File: src/rtl/ws2812_pkg.sv
// Shared types and default timing for the WS2812 strip transmitter.
// Default timings assume a 40 MHz clock.
package ws2812_pkg;

    localparam int unsigned GRB_W         = 24;
    localparam int unsigned DEF_TBIT      = 50;
    localparam int unsigned DEF_T0H       = 16;
    localparam int unsigned DEF_T1H       = 32;
    localparam int unsigned DEF_RESET_CYC = 12000;
    // The slot that ends bit 8 is followed by the bit-7 slot (16 bits sent).
    localparam int unsigned PREFETCH_BIT  = 8;

    typedef enum logic [2:0] {
        IDLE,
        FIRST,
        SEND,
        STALL,
        LATCH
    } state_t;

    function automatic int unsigned cnt_width(input int unsigned n);
        return (n > 1) ? $clog2(n) : 1;
    endfunction

endpackage

File: src/rtl/ws2812_bit_slot.sv
// One WS2812 bit slot: TBIT cycles, high for T1H (bit 1) or T0H (bit 0) cycles.
// A start on the last slot cycle chains the next slot with no gap.
module ws2812_bit_slot
    import ws2812_pkg::*;
#(
    parameter int unsigned TBIT = DEF_TBIT,
    parameter int unsigned T0H  = DEF_T0H,
    parameter int unsigned T1H  = DEF_T1H
) (
    input  logic clk,
    input  logic rst,
    input  logic start,
    input  logic tx_bit,
    output logic dout,
    output logic slot_end
);

    localparam int unsigned   CW   = cnt_width(TBIT);
    localparam logic [CW-1:0] LAST = CW'(TBIT - 1);
    localparam logic [CW-1:0] HI0  = CW'(T0H);
    localparam logic [CW-1:0] HI1  = CW'(T1H);

    logic [CW-1:0] cnt;
    logic [CW-1:0] cnt_next;
    logic          level;
    logic          running;

    assign cnt_next = cnt + 1'b1;
    assign slot_end = running && (cnt == LAST);

    always_ff @(posedge clk or posedge rst) begin
        if (rst) begin
            cnt     <= '0;
            level   <= 1'b0;
            running <= 1'b0;
            dout    <= 1'b0;
        end else if (start) begin
            cnt     <= '0;
            level   <= tx_bit;
            running <= 1'b1;
            dout    <= 1'b1;
        end else if (slot_end) begin
            running <= 1'b0;
            dout    <= 1'b0;
        end else if (running) begin
            cnt  <= cnt_next;
            dout <= cnt_next < (level ? HI1 : HI0);
        end
    end

endmodule

File: src/rtl/ws2812_tx.sv
// WS2812 serial transmitter: fetches GRB words with a one-word prefetch,
// shifts them out MSB-first as bit slots and ends each frame with a latch period.
module ws2812_tx
    import ws2812_pkg::*;
#(
    parameter int unsigned NUM_LEDS  = 100,
    parameter int unsigned TBIT      = DEF_TBIT,
    parameter int unsigned T0H       = DEF_T0H,
    parameter int unsigned T1H       = DEF_T1H,
    parameter int unsigned RESET_CYC = DEF_RESET_CYC
) (
    input  logic             clk,
    input  logic             rst,
    input  logic             enable,
    input  logic [GRB_W-1:0] grb_in,
    input  logic             grb_valid,
    output logic             data_rd,
    output logic             dout,
    output logic             busy,
    output logic             frame_done
);

    localparam int unsigned   PW       = cnt_width(NUM_LEDS);
    localparam int unsigned   LW       = cnt_width(RESET_CYC);
    localparam int unsigned   BW       = cnt_width(GRB_W);
    localparam logic [PW-1:0] LAST_PIX = PW'(NUM_LEDS - 1);
    localparam logic [LW-1:0] LAST_LAT = LW'(RESET_CYC - 1);
    localparam logic [BW-1:0] TOP_BIT  = BW'(GRB_W - 1);
    localparam logic [BW-1:0] PF_BIT   = BW'(PREFETCH_BIT);

    state_t           state;
    logic [GRB_W-1:0] shreg;
    logic [GRB_W-1:0] next_buf;
    logic [GRB_W-1:0] next_word;
    logic             next_full;
    logic             pending;
    logic             grb_valid_q;
    logic             post_rst;
    logic [BW-1:0]    bit_idx;
    logic [PW-1:0]    pix_cnt;
    logic [LW-1:0]    lat_cnt;
    logic             capture;
    logic             last_pix;
    logic             next_avail;
    logic             start;
    logic             tx_bit;
    logic             slot_end;

    // A word arriving on the very edge that ends bit 0 is used directly,
    // so it is never stranded behind a STALL that waits for another edge.
    always_comb begin
        capture    = pending && grb_valid && !grb_valid_q;
        last_pix   = (pix_cnt == LAST_PIX);
        next_avail = next_full || capture;
        next_word  = next_full ? next_buf : grb_in;
        start      = 1'b0;
        tx_bit     = 1'b0;
        case (state)
            FIRST, STALL: begin
                if (capture) begin
                    start  = 1'b1;
                    tx_bit = grb_in[GRB_W-1];
                end
            end
            SEND: begin
                if (slot_end) begin
                    if (bit_idx != '0) begin
                        start  = 1'b1;
                        tx_bit = shreg[GRB_W-2];
                    end else if (!last_pix && next_avail) begin
                        start  = 1'b1;
                        tx_bit = next_word[GRB_W-1];
                    end
                end
            end
            default: ;
        endcase
    end

    always_ff @(posedge clk or posedge rst) begin
        if (rst) begin
            state       <= LATCH;
            post_rst    <= 1'b1;
            shreg       <= '0;
            next_buf    <= '0;
            next_full   <= 1'b0;
            pending     <= 1'b0;
            grb_valid_q <= 1'b0;
            bit_idx     <= '0;
            pix_cnt     <= '0;
            lat_cnt     <= '0;
            data_rd     <= 1'b0;
            busy        <= 1'b0;
            frame_done  <= 1'b0;
        end else begin
            grb_valid_q <= grb_valid;
            data_rd     <= 1'b0;
            frame_done  <= 1'b0;
            busy        <= 1'b1;
            if (capture) pending <= 1'b0;
            case (state)
                IDLE: begin
                    busy <= enable;
                    if (enable) begin
                        data_rd <= 1'b1;
                        pending <= 1'b1;
                        state   <= FIRST;
                    end
                end
                FIRST: begin
                    if (capture) begin
                        shreg     <= grb_in;
                        bit_idx   <= TOP_BIT;
                        pix_cnt   <= '0;
                        next_full <= 1'b0;
                        state     <= SEND;
                    end
                end
                SEND: begin
                    if (capture) begin
                        next_buf  <= grb_in;
                        next_full <= 1'b1;
                    end
                    if (slot_end) begin
                        if (bit_idx != '0) begin
                            shreg   <= shreg << 1;
                            bit_idx <= bit_idx - 1'b1;
                            if (bit_idx == PF_BIT && !last_pix) begin
                                data_rd <= 1'b1;
                                pending <= 1'b1;
                            end
                        end else if (last_pix) begin
                            lat_cnt <= '0;
                            state   <= LATCH;
                        end else if (next_avail) begin
                            shreg     <= next_word;
                            next_full <= 1'b0;
                            bit_idx   <= TOP_BIT;
                            pix_cnt   <= pix_cnt + 1'b1;
                        end else begin
                            state <= STALL;
                        end
                    end
                end
                STALL: begin
                    if (capture) begin
                        shreg   <= grb_in;
                        bit_idx <= TOP_BIT;
                        pix_cnt <= pix_cnt + 1'b1;
                        state   <= SEND;
                    end
                end
                LATCH: begin
                    if (lat_cnt == LAST_LAT) begin
                        busy       <= 1'b0;
                        frame_done <= !post_rst;
                        post_rst   <= 1'b0;
                        state      <= IDLE;
                    end else begin
                        lat_cnt <= lat_cnt + 1'b1;
                    end
                end
                default: state <= IDLE;
            endcase
        end
    end

    ws2812_bit_slot #(
        .TBIT (TBIT),
        .T0H  (T0H),
        .T1H  (T1H)
    ) u_bit_slot (
        .clk      (clk),
        .rst      (rst),
        .start    (start),
        .tx_bit   (tx_bit),
        .dout     (dout),
        .slot_end (slot_end)
    );

endmodule

File: config.mk
export PLATFORM = sky130hd
export DESIGN_NAME = ws2812_tx
export DESIGN_NICKNAME = d
export VERILOG_FILES = /design/src/rtl/ws2812_pkg.sv /design/src/rtl/ws2812_bit_slot.sv /design/src/rtl/ws2812_tx.sv
export SDC_FILE = /design/constraint.sdc
export NUM_CORES = 1
export LEC_CHECK = 0
export CORE_MARGIN = 2
export CORE_UTILIZATION = 53
export DETAILED_ROUTE_END_ITERATION = 6
export GPL_TIMING_DRIVEN = 0
export PLACE_DENSITY = 0.82
export SYNTH_ARGS = -nofsm -noshare
export SYNTH_HDL_FRONTEND = slang
export SYNTH_SLANG_ARGS = --single-unit
File: constraint.sdc
create_clock -name clk -period 2.9 [get_ports clk]
set_clock_uncertainty 0.05 [all_clocks]
set_input_delay 0.58 -clock clk [delete_from_list [all_inputs] [get_ports clk]]
set_output_delay 0.58 -clock clk [all_outputs]
set_load 0.005 [all_outputs]
### Word level (Yosys, flattened, before mapping)

Index checks and enable logic that the tools add are counted.

* input port bits: 28
* bits in registers: 92
* logic and storage cells: 146
* output and inout port bits: 4

* $add $sub $neg: 4
* equality and inequality tests: 23
* magnitude comparators: 1
* reductions and logical operators: 27
* mux-type cells: 74

Operator list (number)
* 2-to-1 mux 23 bit: 5
* 2-to-1 mux 14 bit: 4
* case mux 23 bit (2 select lines): 1
* 2-to-1 mux 7 bit: 6
* 2-to-1 mux 1 bit: 31
* case mux 14 bit (2 select lines): 1
* 2-to-1 mux 5 bit: 5
* 2-to-1 mux 24 bit: 1
* 2-to-1 mux 6 bit: 4
* inequality test 2 bit (second input constant): 11
* 2-to-1 mux 3 bit: 7
* case mux 7 bit (3 select lines): 1
* adder 14 x 1 -> 14 bit (second input constant): 1
* == test 14 bit (second input constant): 1
* case mux 1 bit (2 select lines): 6
* case mux 3 bit (4 select lines): 1
* case mux 5 bit (2 select lines): 1
* AND reduction 5 bit: 2
* nonzero test 2 bit: 5
* inequality test 3 bit (second input constant): 3
* AND reduction 2 bit: 4
* adder 7 x 1 -> 7 bit (second input constant): 1
* == test 7 bit (second input constant): 1
* AND reduction 7 bit: 1
* other kinds (17): 25

### Longest topological paths before layout

Gate-level depths: netlist (run 1).

* depth in word-level cells: 10
* depth in mapped cells: 9
* depth with buffers taken out: 8

### Hierarchy

A second synthesis (run 1) with hierarchy kept.

* cells, all modules: 459
* area, all modules: 4941.0 um^2

Modules (own cells, without submodules)
* ws2812_tx: cells each 403, times used 1, area each 4415.5 um^2, seq. area each 2079.5 um^2
* ws2812_bit_slot: cells each 56, times used 1, area each 525.5 um^2, seq. area each 225.2 um^2

### Least setup slack after synthesis (run 1)

No wires, ideal clock.

* path kind: register to register
* start: reg bit_idx[0]
* end: reg lat_cnt[3]
* path slack: 0.770 ns
* required time: 2.772 ns
* clock period less this slack: 2.130 ns
* path buffers: 0
* cell stages (with the launch flop): 8
* arrival: 2.002 ns
* setup time: 0.078 ns
* path through: dfrtp_1 -> inv_1 -> ha_1 -> or4b_4 -> nor4_4 -> o21ai_2 -> or4_1 -> a21oi_1

* cells in the longest elaborated chain, start to end: 3

RTL lines
* start: declaration: line ws2812_tx.sv:39 `logic [BW-1:0] bit_idx;`
* start signal: assignment: line ws2812_tx.sv:127 `bit_idx <= bit_idx - 1'b1;`
* nonzero test 5 bit: line ws2812_tx.sv:125 `if (bit_idx != '0) begin`
* inequality test 2 bit (no line)
* AND reduction 5 bit (no line)
* end signal: assignment: line ws2812_tx.sv:160 `lat_cnt <= lat_cnt + 1'b1;`
* end: declaration: line ws2812_tx.sv:41 `logic [LW-1:0] lat_cnt;`

Every way passes these cells.
A chain may end at the register's enable or synchronous reset.

### Worst setup path in the final report (run 1)

* start: in grb_valid
* end: reg bit_idx[1]

* cells in the longest elaborated chain, start to end: 5
* elaborated cells between the ends (all ways): 6
* classes of those cells: eq/ne (2); reduce/logical (4)

RTL lines
* start: declaration: line ws2812_tx.sv:16 `input logic grb_valid,`
* logical AND 1 bit * (2 in series): line ws2812_tx.sv:52 `capture = pending && grb_valid && !grb_valid_q;`
* logical OR 1 bit: line ws2812_tx.sv:54 `next_avail = next_full || capture;`
* inequality test 3 bit (no line)
* AND reduction 5 bit (no line) *

Every way passes the cells marked *; elsewhere a longest branch is shown, timed or not.

==> impl_metrics.toml, run 1 <==
[synth]
synth_edf_count = 0
seq_area_frac_synth_pct = 49.29
avgSynthCellArea_um2 = 10.10
syn_nets = 498
syn_inst = 463
yosys_warnings = 0
synth_area_um2 = 4676
ys_ff_latch = 92
synthArstFlopShare_pct = 100.0
ys_types = 62
synthFlopType = "dfrtp_1"

[setup_path]
crit_arrival_ns = 2.83
reg2regPathDepth = 7
critical_path_class = "input pin to register"
cp_max_fo = 10
startpoint = "grb_valid"
startpoint_type = "input pin"
regToRegEndpoint = "bit_idx[1]$_DFFE_PP0P_"
crit_end = "bit_idx[1]$_DFFE_PP0P_"
crit_path_end_kind = "register"
timing.rr.start = "pix_cnt[0]$_DFFE_PP0P_"
worst_ep_required_time_ns = 3.16
r2r_slack_ns = 0.39

[timing]
fin_crit_sh_pct = 88.70
drv_slew = 0
hold_viol_final = 0
rsz0062_at_grt = "no"
final.setup.tns_ns = 0
holdWs_ns = 0.4401
layout_setup_ws_ns = 0.3278
fmax_mhz = 388.8
finalSetupViolCount = 0
worst_pin_slew_ns = 1.011
finalWorstPathRequiredPeriod_ns = 2.572
slew_headroom_pct = 32.06

[placement]
post-place-cells = 604
dp_hpwl_mm = 7.396
pre_cts_slack_ns = 0.0003346
place_congestion = 0.8251
post_dp_cell_area_um2 = 5165
io_buffers = 31

[cells_and_area]
multi_input_area_um2 = 2215
fin_cells = 620
drive_gt1_share_pct = 14.65
fin_nets = 542
nFillCells = 701
num_antenna_cells = 0
fin_area_um2 = 5355
ff_latch_area_um2 = 2305
utilization_pct = 62.01
area_delta_synth_final_pct = 14.53

[clock_network]
cts_buffers = 9
cts_hold_buffers = 0
clockBufferDepth = 2
cts.htree.levels = 3
cts_tree = "done"
clkLatencyLatePin_ns = 0.37
cts.sinks = 92
post_cts_buffers = 0
cts-resized-gates = 0
cts_root_buffer = "clkbuf_8"
cts.clk_slew.worst_paths_ns = 0.10

[pwr]
power_leakage_nw = 2.187
power_density_nw_per_um2 = 435.1
ir_drop_mv = 0.3055
power_mw = 2.330

[job]
drv_cap = 0

[grt]
grt_pass1_wl_mm = 17.76
antenna_found_initial = 0
grt_pass1_vias = 3844
grt_overflow = 0
track_usage_pct = 22.47
grt_max_degree = 36

[detailed_routing]
drtIter0Drc = 230
drc_errors = 0
num_vias = 3847
routedWlPerCell_um = 16.82
first_pass_iters = 5
ant_nets = 0
routed_wl_mm = 10.43
vias_per_cell = 6.205

[floorplan]
core-area_um2 = 8636
row_count = 34
start_util_pct = 54.14
die_w_um = 97.93
io_pins = 32
fp.dieH_um = 97.93
dieArea_um2 = 9589

[run_status]
status = "finished clean"

[worst_hold_path]
hold_path.class = "register to register"
-- logic make-up after synthesis --
group / synth area share (%)
compound gates: 20.07
simple gates: 18.14
flops: 49.29
xor+xnor: 1.499
fa+ha+maj: 1.873
buf+inv: 3.345
mux: 5.780
-- layout make-up --
cell class	count	share of cell area, %
Multi-Input combinational cell	334	41.36
Sequential cell	92	43.04
Clock inverter	7	1.238
Buffer	29	2.360
Inverter	8	0.6308
Clock buffer	9	2.313
Tap cell	108	2.523
Timing Repair Buffer	33	6.542
-- cell usage in the layout, fill, tap and decap left out, drive strengths merged, types with 5 or more instances in the layout --
| cell type | count |
|---|---|
| a21oi | 23 |
| nand2b | 5 |
| or3 | 8 |
| dfrtp | 90 |
| mux2 | 24 |
| clkbuf | 27 |
| xor2 | 5 |
| or2 | 7 |
| nand4 | 6 |
| or4 | 7 |
| inv | 11 |
| o22ai | 23 |
| o211ai | 5 |
| clkdlybuf4s50 | 31 |
| buf | 13 |
| ha | 7 |
| o22a | 22 |
| a31oi | 7 |
| nand2 | 41 |
| o31ai | 6 |
| nor2 | 27 |
| o21ai | 42 |
| nand3 | 19 |
-- worst max-delay path: stages --
cell	delay [ns]
clkdlybuf4s50_1	0.52
and3b_1	0.31
o22ai_1	0.18
a311oi_1	0.67
buf_2	0.35
nor2_1	0.08
a31oi_1	0.14
-- layer usage --
metal,wire (µm),track usage [%]
met2,5270,38.30
met4,227,8.120
met3,460,4.295
met5,0,0
met1,4472,28.67
-- flip-flops by register name, summed over array words and instances, names as in the netlist --
name / flops
pix_cnt: 7
next_full: 1
u_bit_slot.cnt: 6
data_rd: 1
pending: 1
frame_done: 1
lat_cnt: 14
u_bit_slot.level: 1
shreg: 23
bit_idx: 5
u_bit_slot.dout: 1
state: 3
u_bit_slot.running: 1
post_rst: 1
next_buf: 24
grb_valid_q: 1
busy: 1
-- worst min-delay path by stage --
stage	start	endpoint	slack (ns)	cells after the start
finish	post_rst$_DFFE_PP1P_	post_rst$_DFFE_PP1P_	0.44	1
global route	post_rst$_DFFE_PP1P_	post_rst$_DFFE_PP1P_	0.45	1
CTS	post_rst$_DFFE_PP1P_	post_rst$_DFFE_PP1P_	0.44	1
detailed placement	shreg[9]$_DFFE_PP0P_	shreg[9]$_DFFE_PP0P_	0.42	2
global placement	shreg[5]$_DFFE_PP0P_	shreg[5]$_DFFE_PP0P_	0.42	2
floorplan	shreg[10]$_DFFE_PP0P_	shreg[10]$_DFFE_PP0P_	0.40	2
-- Yosys cell counts (all sizes together) (4+ instances only) --
library cell  instances  area (µm²)
nand3                19       95.09
nand2                41       153.9
nor2b                 4       25.02
nand4                 6       37.54
o22a                 22       192.7
and3                  4       25.02
nor4                  4       40.04
o31ai                 6       45.04
nand3b                4       30.03
o22ai                23       143.9
buf                  11       57.55
nor3                  4       20.02
nand2b                5       31.28
xor2                  5       43.79
mux2                 24       270.3
nor2                 27       108.9
o21ai                42       221.5
or2                   7       46.30
or4                   7       56.30
clkbuf               18       68.81
dfrtp                90        2252
inv                   8       30.03
or3                   8       50.05
o211ai                5       37.54
a21oi                23       126.4
a31oi                 7       43.79
ha                    7       87.58
-- where the power goes --
part           total (mW)  switching (mW)  internal, mW
clock network       0.847           0.513         0.334
registers            1.35          0.0226          1.33
logic               0.134          0.0588        0.0755
Note: power is estimated with default switching activity, not from simulation.
==> run 2: changes to the inputs <==
--- a/config.mk
+++ b/config.mk
@@ -6,10 +6,10 @@
 export NUM_CORES = 1
 export LEC_CHECK = 0
 export CORE_MARGIN = 2
-export CORE_UTILIZATION = 53
+export CORE_UTILIZATION = 59
 export DETAILED_ROUTE_END_ITERATION = 6
 export GPL_TIMING_DRIVEN = 0
-export PLACE_DENSITY = 0.82
+export PLACE_DENSITY = 0.86
 export SYNTH_ARGS = -nofsm -noshare
 export SYNTH_HDL_FRONTEND = slang
 export SYNTH_SLANG_ARGS = --single-unit
==> constraint.sdc (replaced) <==
create_clock -name clk -period 2.5 [get_ports clk]
set_clock_uncertainty 0.05 [all_clocks]
set_input_delay 0.25 -clock clk [delete_from_list [all_inputs] [get_ports clk]]
set_output_delay 0.25 -clock clk [all_outputs]
set_load 0.005 [all_outputs]
==> impl_metrics.toml, run 2 (synthesis gave the netlist of run 1 again) <==
[timing]
final.setup.tns_ns = 0
fin_crit_sh_pct = 96.45
finalSetupViolCount = 0
slew_headroom_pct = 60.80
drv_slew = 0
hold_viol_final = 0
rsz0062_at_grt = "yes"
finalWorstPathRequiredPeriod_ns = 2.411
worst_pin_slew_ns = 0.5848
holdWs_ns = 0.2289
fmax_mhz = 414.7
layout_setup_ws_ns = 0.08887

[cells_and_area]
fin_nets = 543
multi_input_area_um2 = 2237
mostFrequentLayoutCells = "dfrtp_1, nand2_1, clkdlybuf4s50_1, nor2_1"
fin_cells = 615
drive_gt1_share_pct = 16.57
largestRegisters = "next_buf (24), shreg (23), lat_cnt (14)"
nFillCells = 566
top_register = "next_buf"
area_delta_synth_final_pct = 15.04
utilization_pct = 69.97
ff_latch_area_um2 = 2305
num_antenna_cells = 0
fin_area_um2 = 5379
layout_commonest_cell = "dfrtp_1"
largest_reg_flops = 24

[clock_network]
clkLatencyLatePin_ns = 0.36
cts_tree = "done"
clockBufferDepth = 2
cts_hold_buffers = 0
cts_buffers = 9
cts.sinks = 92
cts.clk_slew.worst_paths_ns = 0.10
cts.htree.levels = 3
cts_root_buffer = "clkbuf_8"

[setup_path]
path_buf_inv = 1
critPathMaxStageDelay_ns = 0.52
cpMaxStageDelayCell = "or4b_4"
critical_path_class = "register to register"
crit_arrival_ns = 2.65
path_cells = "inv_1 > ha_2 > or4b_4 > nor4_4 > o21ai_2 > or4_1 > a21oi_1"
startpoint_type = "register"
cp_max_fo = 5
crit_path_end_kind = "register"
critical_path.top_delay_family = "simple AND/OR/NAND/NOR gates"
worst_ep_required_time_ns = 2.74

[placement]
post_dp_cell_area_um2 = 5157
pre_cts_slack_ns = 0.02841
io_buffers = 31
post-place-cells = 598
place_congestion = 0.8795
dp_hpwl_mm = 7.290

[grt]
grt_pass1_vias = 3743
antenna_found_initial = 0
track_usage_pct = 24.85
grt_max_degree = 43
grt_overflow = 0
grt_pass1_wl_mm = 17.37

[detailed_routing]
drc_errors = 0
routedWlPerCell_um = 16.74
num_vias = 3821
routed_wl_mm = 10.30
first_pass_iters = 5
vias_per_cell = 6.213
ant_nets = 0
drtIter0Drc = 227

[floorplan]
row_count = 32
die_w_um = 93.02
dieArea_um2 = 8653
fp.dieH_um = 93.02
core-area_um2 = 7687
start_util_pct = 60.82
io_pins = 32

[pwr]
power_density_nw_per_um2 = 496.6
power.switching_mw = 0.6680
ir_drop_mv = 0.3930
p_int_mw = 2.003
seqPwrFrac_pct = 58.6
sw_frac_of_total_pct = 25.00
power_leakage_nw = 2.203
combinationalPowerShare_pct = 5.8
power_mw = 2.671
clkPwrFrac_pct = 35.7

[worst_hold_path]
hold_path.class = "input pin to asynchronous set/reset pin"

[run_status]
status = "finished clean"

[job]
drv_cap = 0
## run 2: cell count changes in the layout (fill, tap and decap cells not counted), sizes merged
cell and change:
buf +1
## run 2: power groups by stage
stage	Clock, mW	Combinational, mW	Sequential [mW]
CTS	0.964	0.157	1.56
detailed placement	0	0.155	1.59
finish	0.953	0.154	1.56
floorplan	0	0.0804	1.59
global route	1.03	0.170	1.57
global placement	0	0.143	1.59
## run 2: timing repair
action                                 CTS  global route
setup endpoints to repair                0            43
setup buffers                            0             1
endpoints found under the hold margin    0             0
resized for setup                        0            18
## run 2: metal layers
| layer | vias up | wire, µm | GRT usage, % |
|---|---|---|---|
| met5 | - | 0 | 0 |
| met3 | 9 | 441 | 4.512 |
| met4 | 0 | 86 | 5.882 |
| li1 | 1812 | - | - |
| met1 | 1914 | 4591 | 32.70 |
| met2 | 86 | 5179 | 43.06 |
## run 2: final cells by class
cell class                      count  area share (%)
Sequential cell                    92           42.85
Multi-Input combinational cell    334           41.59
Timing Repair Buffer               34           6.653
Buffer                             29           2.535
Tap cell                          102           2.373
Clock buffer                        9           2.303
Clock inverter                      7           1.070
Inverter                            8          0.6281
## run 2: path summary, 6_finish.rpt
kind / from / to / cells past startpoint / slack [ns]
worst max-delay path: bit_idx[0]$_DFFE_PP0P_ / lat_cnt[3]$_DFFE_PP0P_ / 7 / 0.09
worst min-delay path: rst / next_buf[13]$_DFFE_PP0P_ / 2 / 0.23
worst max register to register: bit_idx[0]$_DFFE_PP0P_ / lat_cnt[3]$_DFFE_PP0P_ / 7 / 0.09
worst min register to register: post_rst$_DFFE_PP1P_ / post_rst$_DFFE_PP1P_ / 1 / 0.44
max in group asynchronous: rst / state[2]$_DFFE_PP1P_ / 3 / 1.52
min in group clk: grb_valid / grb_valid_q$_DFF_PP0_ / 1 / 0.36
## run 2: worst reg2reg max path: cells and delay by family, from the launching register on
| family | cells | cell delay, ns |
|---|---|---|
| and+or+nand+nor | 3 | 1.24 |
| AOI/OAI and AO/OA | 2 | 0.31 |
| DFF | 1 | 0.40 |
| adders and majority gates | 1 | 0.22 |
| buffers and inverters | 1 | 0.12 |
